### config.mk
export PLATFORM = sky130hd
export DESIGN_NAME = stream_pattern_gen
export DESIGN_NICKNAME = d
export VERILOG_FILES = /design/src/rtl/stream_pattern_pkg.sv /design/src/rtl/pattern_lfsr32.sv /design/src/rtl/stream_pattern_gen.sv
export SDC_FILE = /design/constraint.sdc
export NUM_CORES = 1
export LEC_CHECK = 0
export BUFFER_PORTS_ARGS = -buffer_cell sky130_fd_sc_hd__buf_2
export CORE_MARGIN = 4
export CORE_UTILIZATION = 53
export CTS_BUF_LIST = sky130_fd_sc_hd__clkbuf_16
export CTS_CLUSTER_SIZE = 40
export DETAILED_ROUTE_END_ITERATION = 8
export GPL_ROUTABILITY_DRIVEN = 1
export GPL_TIMING_DRIVEN = 0
export PLACE_DENSITY = 0.77
export SLEW_MARGIN = 20
export SYNTH_ARGS = -nofsm -noshare
export SYNTH_HDL_FRONTEND = slang
export SYNTH_SLANG_ARGS = --single-unit
### constraint.sdc
create_clock -name clk -period 2.3 [get_ports clk]
set_input_delay 0 -clock clk [delete_from_list [all_inputs] [get_ports clk]]
set_output_delay 0 -clock clk [all_outputs]
set_load 0.005 [all_outputs]
### src/rtl/stream_pattern_pkg.sv
// Shared types and constants for the AXI-Stream test-pattern generator.
// The LFSR tap mask encodes x^32+x^22+x^2+x+1 as state bits 31, 21, 1 and 0.
package stream_pattern_pkg;

  typedef enum logic [1:0] {
    IDLE   = 2'd0,
    STREAM = 2'd1,
    DONE   = 2'd2
  } state_e;

  typedef enum logic [1:0] {
    PAT_INCR  = 2'd0,
    PAT_CONST = 2'd1,
    PAT_LFSR  = 2'd2
  } mode_e;

  localparam logic [31:0] LFSR_TAPS    = 32'h8020_0003;
  localparam logic [23:0] LFSR_INIT_LO = 24'h000001;

  function automatic logic [31:0] lfsr_next(input logic [31:0] s);
    return {s[30:0], ^(s & LFSR_TAPS)};
  endfunction

endpackage

### src/rtl/pattern_lfsr32.sv
// 32-bit Fibonacci LFSR with a synchronous load and a one-step advance enable.
// Load takes priority so a new transfer always starts from its seed.
module pattern_lfsr32
  import stream_pattern_pkg::*;
(
  input  logic        clk,
  input  logic        reset,
  input  logic        load_i,
  input  logic [31:0] load_value_i,
  input  logic        advance_i,
  output logic [31:0] state_o
);

  logic [31:0] state_q;

  // NOTE: sequential state is updated with non-blocking assignments only.
  always_ff @(posedge clk) begin
    if (reset) begin
      state_q <= {8'h00, LFSR_INIT_LO};
    end else if (load_i) begin
      state_q <= load_value_i;
    end else if (advance_i) begin
      state_q <= lfsr_next(state_q);
    end
  end

  assign state_o = state_q;

endmodule

### src/rtl/stream_pattern_gen.sv
// AXI-Stream test-pattern source with ap_ctrl_hs handshake: emits size bytes of an
// INCR / CONST / LFSR pattern, tkeep-trimmed on the final beat, then pulses ap_done.
module stream_pattern_gen
  import stream_pattern_pkg::*;
#(
  parameter int WIDTH  = 32,
  parameter int KEEP_W = WIDTH / 8
) (
  input  logic              clk,
  input  logic              reset,
  input  logic [31:0]       size,
  input  logic [1:0]        mode,
  input  logic [7:0]        seed,
  input  logic              ap_start,
  output logic              ap_ready,
  output logic              ap_done,
  output logic              ap_idle,
  output logic [WIDTH-1:0]  tdata,
  output logic [KEEP_W-1:0] tkeep,
  output logic              tvalid,
  output logic              tlast,
  input  logic              tready
);

  localparam int REM_W = (KEEP_W > 1) ? $clog2(KEEP_W) : 1;

  state_e           state_q, state_d;
  logic [31:0]      beat_cnt_q, beat_cnt_d;
  logic [31:0]      last_beat_q, last_beat_d;
  logic [7:0]       byte_idx_q, byte_idx_d;
  logic [REM_W-1:0] rem_q, rem_d;
  logic [1:0]       mode_q, mode_d;
  logic [7:0]       seed_q, seed_d;
  logic             ap_done_q, ap_done_d;

  logic             lfsr_load;
  logic             lfsr_advance;
  logic [31:0]      lfsr_state;
  logic             is_last;
  logic [31:0]      start_last_beat;
  logic [REM_W-1:0] start_rem;

  // 33-bit rounding sum so size = 2^32-1 cannot wrap the beat count.
  assign start_last_beat = 32'((({1'b0, size} + 33'(KEEP_W - 1)) / 33'(KEEP_W)) - 33'd1);
  assign start_rem       = REM_W'(size % 32'(KEEP_W));
  assign is_last         = (beat_cnt_q == last_beat_q);

  // NOTE: every combinational output gets a default first, so no latch is inferred.
  always_comb begin
    state_d      = state_q;
    beat_cnt_d   = beat_cnt_q;
    last_beat_d  = last_beat_q;
    byte_idx_d   = byte_idx_q;
    rem_d        = rem_q;
    mode_d       = mode_q;
    seed_d       = seed_q;
    ap_done_d    = 1'b0;
    lfsr_load    = 1'b0;
    lfsr_advance = 1'b0;
    case (state_q)
      IDLE: begin
        if (ap_start) begin
          mode_d      = mode;
          seed_d      = seed;
          rem_d       = start_rem;
          last_beat_d = start_last_beat;
          beat_cnt_d  = '0;
          byte_idx_d  = '0;
          lfsr_load   = 1'b1;
          state_d     = (size == 32'd0) ? DONE : STREAM;
        end
      end
      STREAM: begin
        if (tready) begin
          lfsr_advance = 1'b1;
          if (is_last) begin
            ap_done_d = 1'b1;
            state_d   = DONE;
          end else begin
            beat_cnt_d = beat_cnt_q + 32'd1;
            byte_idx_d = byte_idx_q + 8'(KEEP_W);
          end
        end
      end
      DONE: begin
        // A zero-length start arrives here without ap_done armed; it is raised one cycle later.
        ap_done_d = !ap_done_q;
        if (ap_done_q) state_d = IDLE;
      end
      default: state_d = IDLE;
    endcase
  end

  always_ff @(posedge clk) begin
    if (reset) begin
      state_q     <= IDLE;
      beat_cnt_q  <= '0;
      last_beat_q <= '0;
      byte_idx_q  <= '0;
      rem_q       <= '0;
      mode_q      <= '0;
      seed_q      <= '0;
      ap_done_q   <= 1'b0;
    end else begin
      state_q     <= state_d;
      beat_cnt_q  <= beat_cnt_d;
      last_beat_q <= last_beat_d;
      byte_idx_q  <= byte_idx_d;
      rem_q       <= rem_d;
      mode_q      <= mode_d;
      seed_q      <= seed_d;
      ap_done_q   <= ap_done_d;
    end
  end

  pattern_lfsr32 u_lfsr (
    .clk          (clk),
    .reset        (reset),
    .load_i       (lfsr_load),
    .load_value_i ({seed, LFSR_INIT_LO}),
    .advance_i    (lfsr_advance),
    .state_o      (lfsr_state)
  );

  assign ap_ready = (state_q == IDLE) && ap_start;
  assign ap_idle  = (state_q == IDLE);
  assign ap_done  = ap_done_q;
  assign tvalid   = (state_q == STREAM);
  assign tlast    = tvalid && is_last;

  // Outputs derive only from registers that move on a handshake, so they hold under stall.
  always_comb begin
    tkeep = '0;
    tdata = '0;
    for (int j = 0; j < KEEP_W; j++) begin
      tkeep[j] = tvalid && (!is_last || rem_q == '0 || REM_W'(j) < rem_q);
      case (mode_q)
        PAT_CONST: tdata[j*8 +: 8] = seed_q;
        PAT_LFSR:  tdata[j*8 +: 8] = lfsr_state[(j % 4) * 8 +: 8];
        default:   tdata[j*8 +: 8] = seed_q + byte_idx_q + 8'(j);
      endcase
      if (!tkeep[j]) tdata[j*8 +: 8] = 8'h00;
    end
  end

endmodule

---- Yosys cells after proc, flatten, opt, wreduce, memory -nomap -nowiden ----
Index checks and enable logic that the tools add are counted.
cells by class
  add/sub/neg operators ................... 8
  order comparisons ....................... 4
  eq/ne operators ......................... 10
  multiplexer cells ....................... 31
  reductions and logical operators ........ 23
operators by type and width
  operator               count
  $mux 32                5
  $pmux 8 s2             5
  $pmux 32 s2            1
  $mux 8                 7
  $add 32x2->33 const B  1
  $add 32x1->32 const B  1
  $eq 32x32->1           1
  $logic_not 32->1       1
  $reduce_xor 32->1      1
  $sub 31x1->32 const B  1
  $add 8x2->8 const B    2
  $mux 2                 5
  $add 8x1->8 const B    1
  $add 8x3->8 const B    1
  $add 8x8->8            1
  $reduce_and 4->1       2
  $logic_and 1x1->1      6
  $mux 1                 6
  $ne 2x2->1 const B     3
  $pmux 2 s3             1
  $logic_or 1x1->1       5
  $eq 2x1->1 const B     2
  $eq 2x2->1 const B     2
  $logic_not 2->1        2
  8 further kinds        13
word-level totals
  logic and storage cells ................. 86
  output and inout bits ................... 41
  input port bits ......................... 46
  register bits after elaboration ......... 119

---- Logic depth before layout (Yosys ltp) ----
  depth in word-level cells ............... 6
  gate-level depth with buffers ........... 10
  gate-level depth less buffers ........... 9

---- Cells and area by module ----
From an unflattened synthesis, not the netlist that was laid out.
second synthesis, totals
  cell total of the unflattened synthesis .. 958
  area total of the unflattened synthesis .. 7543.5 sq um
by module, submodules not included
  module              area an instance (sq um)  sequential area each (sq um)  instances  cells an instance
  stream_pattern_gen  6045.8                    1701.6                        1          786
  pattern_lfsr32      1497.7                    640.6                         1          172

---- Least setup slack after synthesis ----
OpenSTA, ideal clock, no wires.
  kind .................................... reg2out
  start point ............................. register byte_idx_q[3]
  end point ............................... output tdata[31]
  path slack .............................. -3 ps
  buffers on the path ..................... 0
  data required time ...................... 2300 ps
  cell stages (with the launch flop) ...... 9
  arrival ................................. 2303 ps
  path through ............................ dfxtp_1 ha_1 a21o_1 a21oi_1 xnor2_1 nor3_1 nand3b_1 xor2_1 a221oi_1
on the way
  word-level cells in the longest chain between the ends .. 4
RTL lines
  element                 line                       source
  start, declared         stream_pattern_gen.sv:30   logic [7:0] byte_idx_q, byte_idx_d;
  start signal, assigned  stream_pattern_gen.sv:108  byte_idx_q <= byte_idx_d;
  $add 8x8->8             stream_pattern_gen.sv:140  default: tdata[j*8 +: 8] = seed_q + byte_idx_q + 8'(j);
  $add 8x2->8             stream_pattern_gen.sv:140
  $pmux 8 s2              stream_pattern_gen.sv:137  case (mode_q)
  $mux 8                  stream_pattern_gen.sv:142  if (!tkeep[j]) tdata[j*8 +: 8] = 8'h00;
  end, declared           stream_pattern_gen.sv:18   output logic [WIDTH-1:0] tdata,
No other way between the ends.

---- Final worst setup path ----
  start point ............................. register seed_q[3]
  end point ............................... output tdata[31]
on the way
  word-level cells in the longest chain between the ends .. 4
RTL lines
  element                 line                       source
  start, declared         stream_pattern_gen.sv:33   logic [7:0] seed_q, seed_d;
  start signal, assigned  stream_pattern_gen.sv:102  seed_q <= '0;
  start signal, assigned  stream_pattern_gen.sv:111  seed_q <= seed_d;
  $add 8x8->8             stream_pattern_gen.sv:140
  $add 8x2->8             stream_pattern_gen.sv:140
  $pmux 8 s2              stream_pattern_gen.sv:137
  $mux 8                  stream_pattern_gen.sv:142
No other way between the ends.

==> impl_results.md <==
- Status: complete, but fails checks
- Failing checks: negative setup slack
- Starting Density: 54.4%
- N_diodes: 0
- Endpoint type of the worst setup path: output port
- Mapped Nets: approximately 1,000
- Post-route ant nets: 0
- Skew-Pair Late Insertion Delay: roughly 0.43 ns
- Worst r2r src: last_beat_q[3]$_SDFFE_PP0P_
- H-tree lvl count: 4
- Via-to-Cell Ratio: approximately 6.3
- Max VDD drop: a little under 0.0008 V
- Sequential fraction of the synthesis area: between 30% and 40%
- Final period utilization: 119%
- Unique cell type count in the Yosys netlist: 72
- Top post-synthesis cells by area: dfxtp_1, xnor2_1, nand2_1
- Die Width: 125 um
- Yosys warns: 0
- Die height: between 100 and 150 um
- FF-to-FF End: beat_cnt_q[30]$_SDFFE_PP0P_
- Worst setup margin: -0.432 ns
- Skew final: about 0.011 ns
- Routed length per placed instance: between 20 and 25 um
- WP data required: roughly 2.3 ns
- Kind of critical path: reg2out
- Core ar.: about 13,000 um^2
- Crit path max fanout: 4
- FFs w/ async S/R, synth: 0%
- Quantity of I/O buffers inserted on ports: 82
- Yosys top cell by area: dfxtp_1
- First-pass GRT wire length: between 30,000 and 40,000 um
- DRC viols: 0
- Final-report setup violation count: 17
- Overflow after GRT: 0
- Yosys top cell area share: 32.4%
- # IOs: 87
- Post-route setup TNS: -3.58 ns
- Hold crit path type: in2reg
- Leakage: between 3 and 4 nW
- WL final: around 26,000 um
- Num Clock Sinks: between 100 and 150
- HPWL after DPL: approximately 16,000 um
- Hold Path End: state_q[0]$_SDFFE_PP0P_
- CTS Buf Count: 17
- Startpoint Class: flip-flop
- F_max: between 300 and 400 MHz
- Worst Tran Pin Value: between 0.6 and 0.7 ns
- Post-layout util: approximately 74%
- Post-synth top flop: dfxtp_1
- Worst hold stages: 4
- #FFs+latches synth: 117
- Total power: roughly 8.6 mW
- Total number of vias: about 8.2k
- Worst min-delay path startpoint: tready
- # nets final: 1,165
- PD cells: approximately 870 nW/um^2
- Final hold violations: 0
- Clock root buffer: clkbuf_16
- Syn Area/Cell: about 7.8 um^2
- DRT iter0 DRCs: around 1.1k
- R2R setup slack: around 0.03 ns
- Rel. slew slack: 54.1%
- Largest net degree at the start of global routing: 17
- Setup repair after global routing missed its margin: yes
- Crit path DAT: 2.73 ns
- Num rows: 42
- Initial antenna violation count: 0
- Fill count: about 910
- Die area: roughly 16,000 um^2
- Syn Std Cell Area: about 7200 um^2
- Worst-case clock buffer depth: 2
- Layout cells sized above 1: 28.9%
- MaxCap Viol Count: 0
- Worst reg2reg path depth: 10
- Global Route Usage Sum: just over 30%
- DR pass1 iterations: 6
- Reg clk slew, reported paths: approximately 0.060 ns
- CTS tree: done
- Min cycle time layout: ~2.7 ns
- Vias in the first global route: between 7k and 8k
- Synth Instances: between 900 and 1k
- Slew Viols, Final: 0
- Gpl congestion: about 1
- Number of synthesized flops with an enable pin: 0
- Synth-to-layout area growth: 36.8%
Yosys cell counts, types with 4 or more instances:
library cell  instances
or3_1                24
o31ai_1               9
xnor2_1              71
a21oi_1              90
nor3_1               23
ha_1                 18
nand4_1              20
nand3b_1              8
and3_1               12
nand3_1              29
xor2_1               25
or4_1                10
and2_1                4
a311oi_1              9
nor4_1               10
inv_1                25
a21o_1                4
mux2i_1               9
o21ai_0              18
clkbuf_1             36
nand2_1             165
a211oi_1             28
nor2_1               60
a22o_1                8
a221oi_1             23
dfxtp_1             117
nand2b_1              4
buf_1                 8
layer usage:
layer	vias up	wire, um	global-route usage (%)
met3	116	2600	7.46
met2	524	11600	47.2
li1	3691	-	-
met1	3851	10900	42.7
met5	-	0	0
met4	0	1080	11.2
where the power goes:
| part | internal [mW] | switching (mW) | total [mW] |
|---|---|---|---|
| clock | 1.55 | 0.975 | 2.53 |
| sequential | 2.27 | 0.270 | 2.54 |
| combinational | 1.37 | 2.16 | 3.53 |
critical path, cell delays in order, from the launching register on:
cell and delay [ns]:
dfxtp_4 0.36, ha_4 0.27, a21o_1 0.19, a21oi_4 0.23, xnor2_4 0.12, nor3_2 0.19, buf_4 0.19, nand3b_1 0.11
xor2_1 0.19, a221oi_2 0.29, buf_2 0.17
cells by family (layout without fill, tap and decap cells):
family          Yosys count  after routing  share of synthesized area [%]
simple gates            392            392                           26.3
mux                      10             10                           1.45
flops                   117            117                           32.4
compound gates          221            221                           20.5
other cells               1              1                         0.0518
buf+inv                  77            259                           4.51
xor+xnor                 96             96                           11.6
fa+ha+maj                18             18                           3.11
worst max path at each step:
stage / end / slack (ns) / start
floorplan: tdata[29] / 0.08 / byte_idx_q[2]$_SDFFE_PP0P_
global placement: byte_idx_q[6]$_SDFFE_PP0P_ / -0.66 / beat_cnt_q[20]$_SDFFE_PP0P_
detailed placement: beat_cnt_q[9]$_SDFFE_PP0P_ / -0.72 / beat_cnt_q[3]$_SDFFE_PP0P_
CTS: tdata[31] / -0.24 / seed_q[3]$_SDFFE_PP0P_
global route: tdata[30] / -0.48 / seed_q[3]$_SDFFE_PP0P_
finish: tdata[31] / -0.43 / seed_q[3]$_SDFFE_PP0P_
cells in the final DEF, fill, tap and decap left out, types with 31 or more instances in the layout:
cell type,Yosys,routed
a21oi_1,90,82
buf_2,1,84
buf_4,3,31
dfxtp_1,117,71
dfxtp_2,0,31
dlygate4sd3_1,0,32
nand2_1,165,160
nor2_1,60,55
xnor2_1,71,54
state kept, by name, indices dropped and copies added (netlist names):
signal,flops
ap_done,1
rem_q,2
u_lfsr.state_o,32
seed_q,8
beat_cnt_q,32
last_beat_q,32
mode_q,2
state_q,2
byte_idx_q,6
stage by stage:
| stage | instance area [um^2] | hold slack [ns] | setup slack (ns) | cells |
|---|---|---|---|---|
| after CTS | 9570 | 0.00754 | -0.235 | 1283 |
| after detailed placement | 7870 | 0.250 | -0.718 | 1190 |
| final | 9900 | 0.00527 | -0.432 | 1290 |
| after floorplan | 7240 | 0.136 | 0.0789 | 932 |
| after global routing | 9900 | 0.0352 | -0.481 | 1290 |
| after global placement | 7870 | 0.253 | -0.656 | 1190 |
timing repair:
item | 4_1_cts | 5_1_grt
gates cloned | 1 | 1
hold buffers | 32 | 0
gates resized for setup | 150 | 74
endpoints found under the setup margin | 82 | 95
buffers inserted | 30 | 13
hold endpoints to repair | 38 | 0
pin swaps | 41 | 26
final cells by class:
cell class	instances	area, um^2	area share, %
Multi-Input combinational cell	738	5240	52.9
Sequential cell	117	2440	24.6
Timing Repair Buffer	154	1100	11.1
Clock buffer	17	425	4.30
Buffer	47	251	2.54
Tap cell	176	220	2.22
Clock inverter	15	124	1.25
Inverter	26	104	1.05
(Power assumes the default switching activity.)
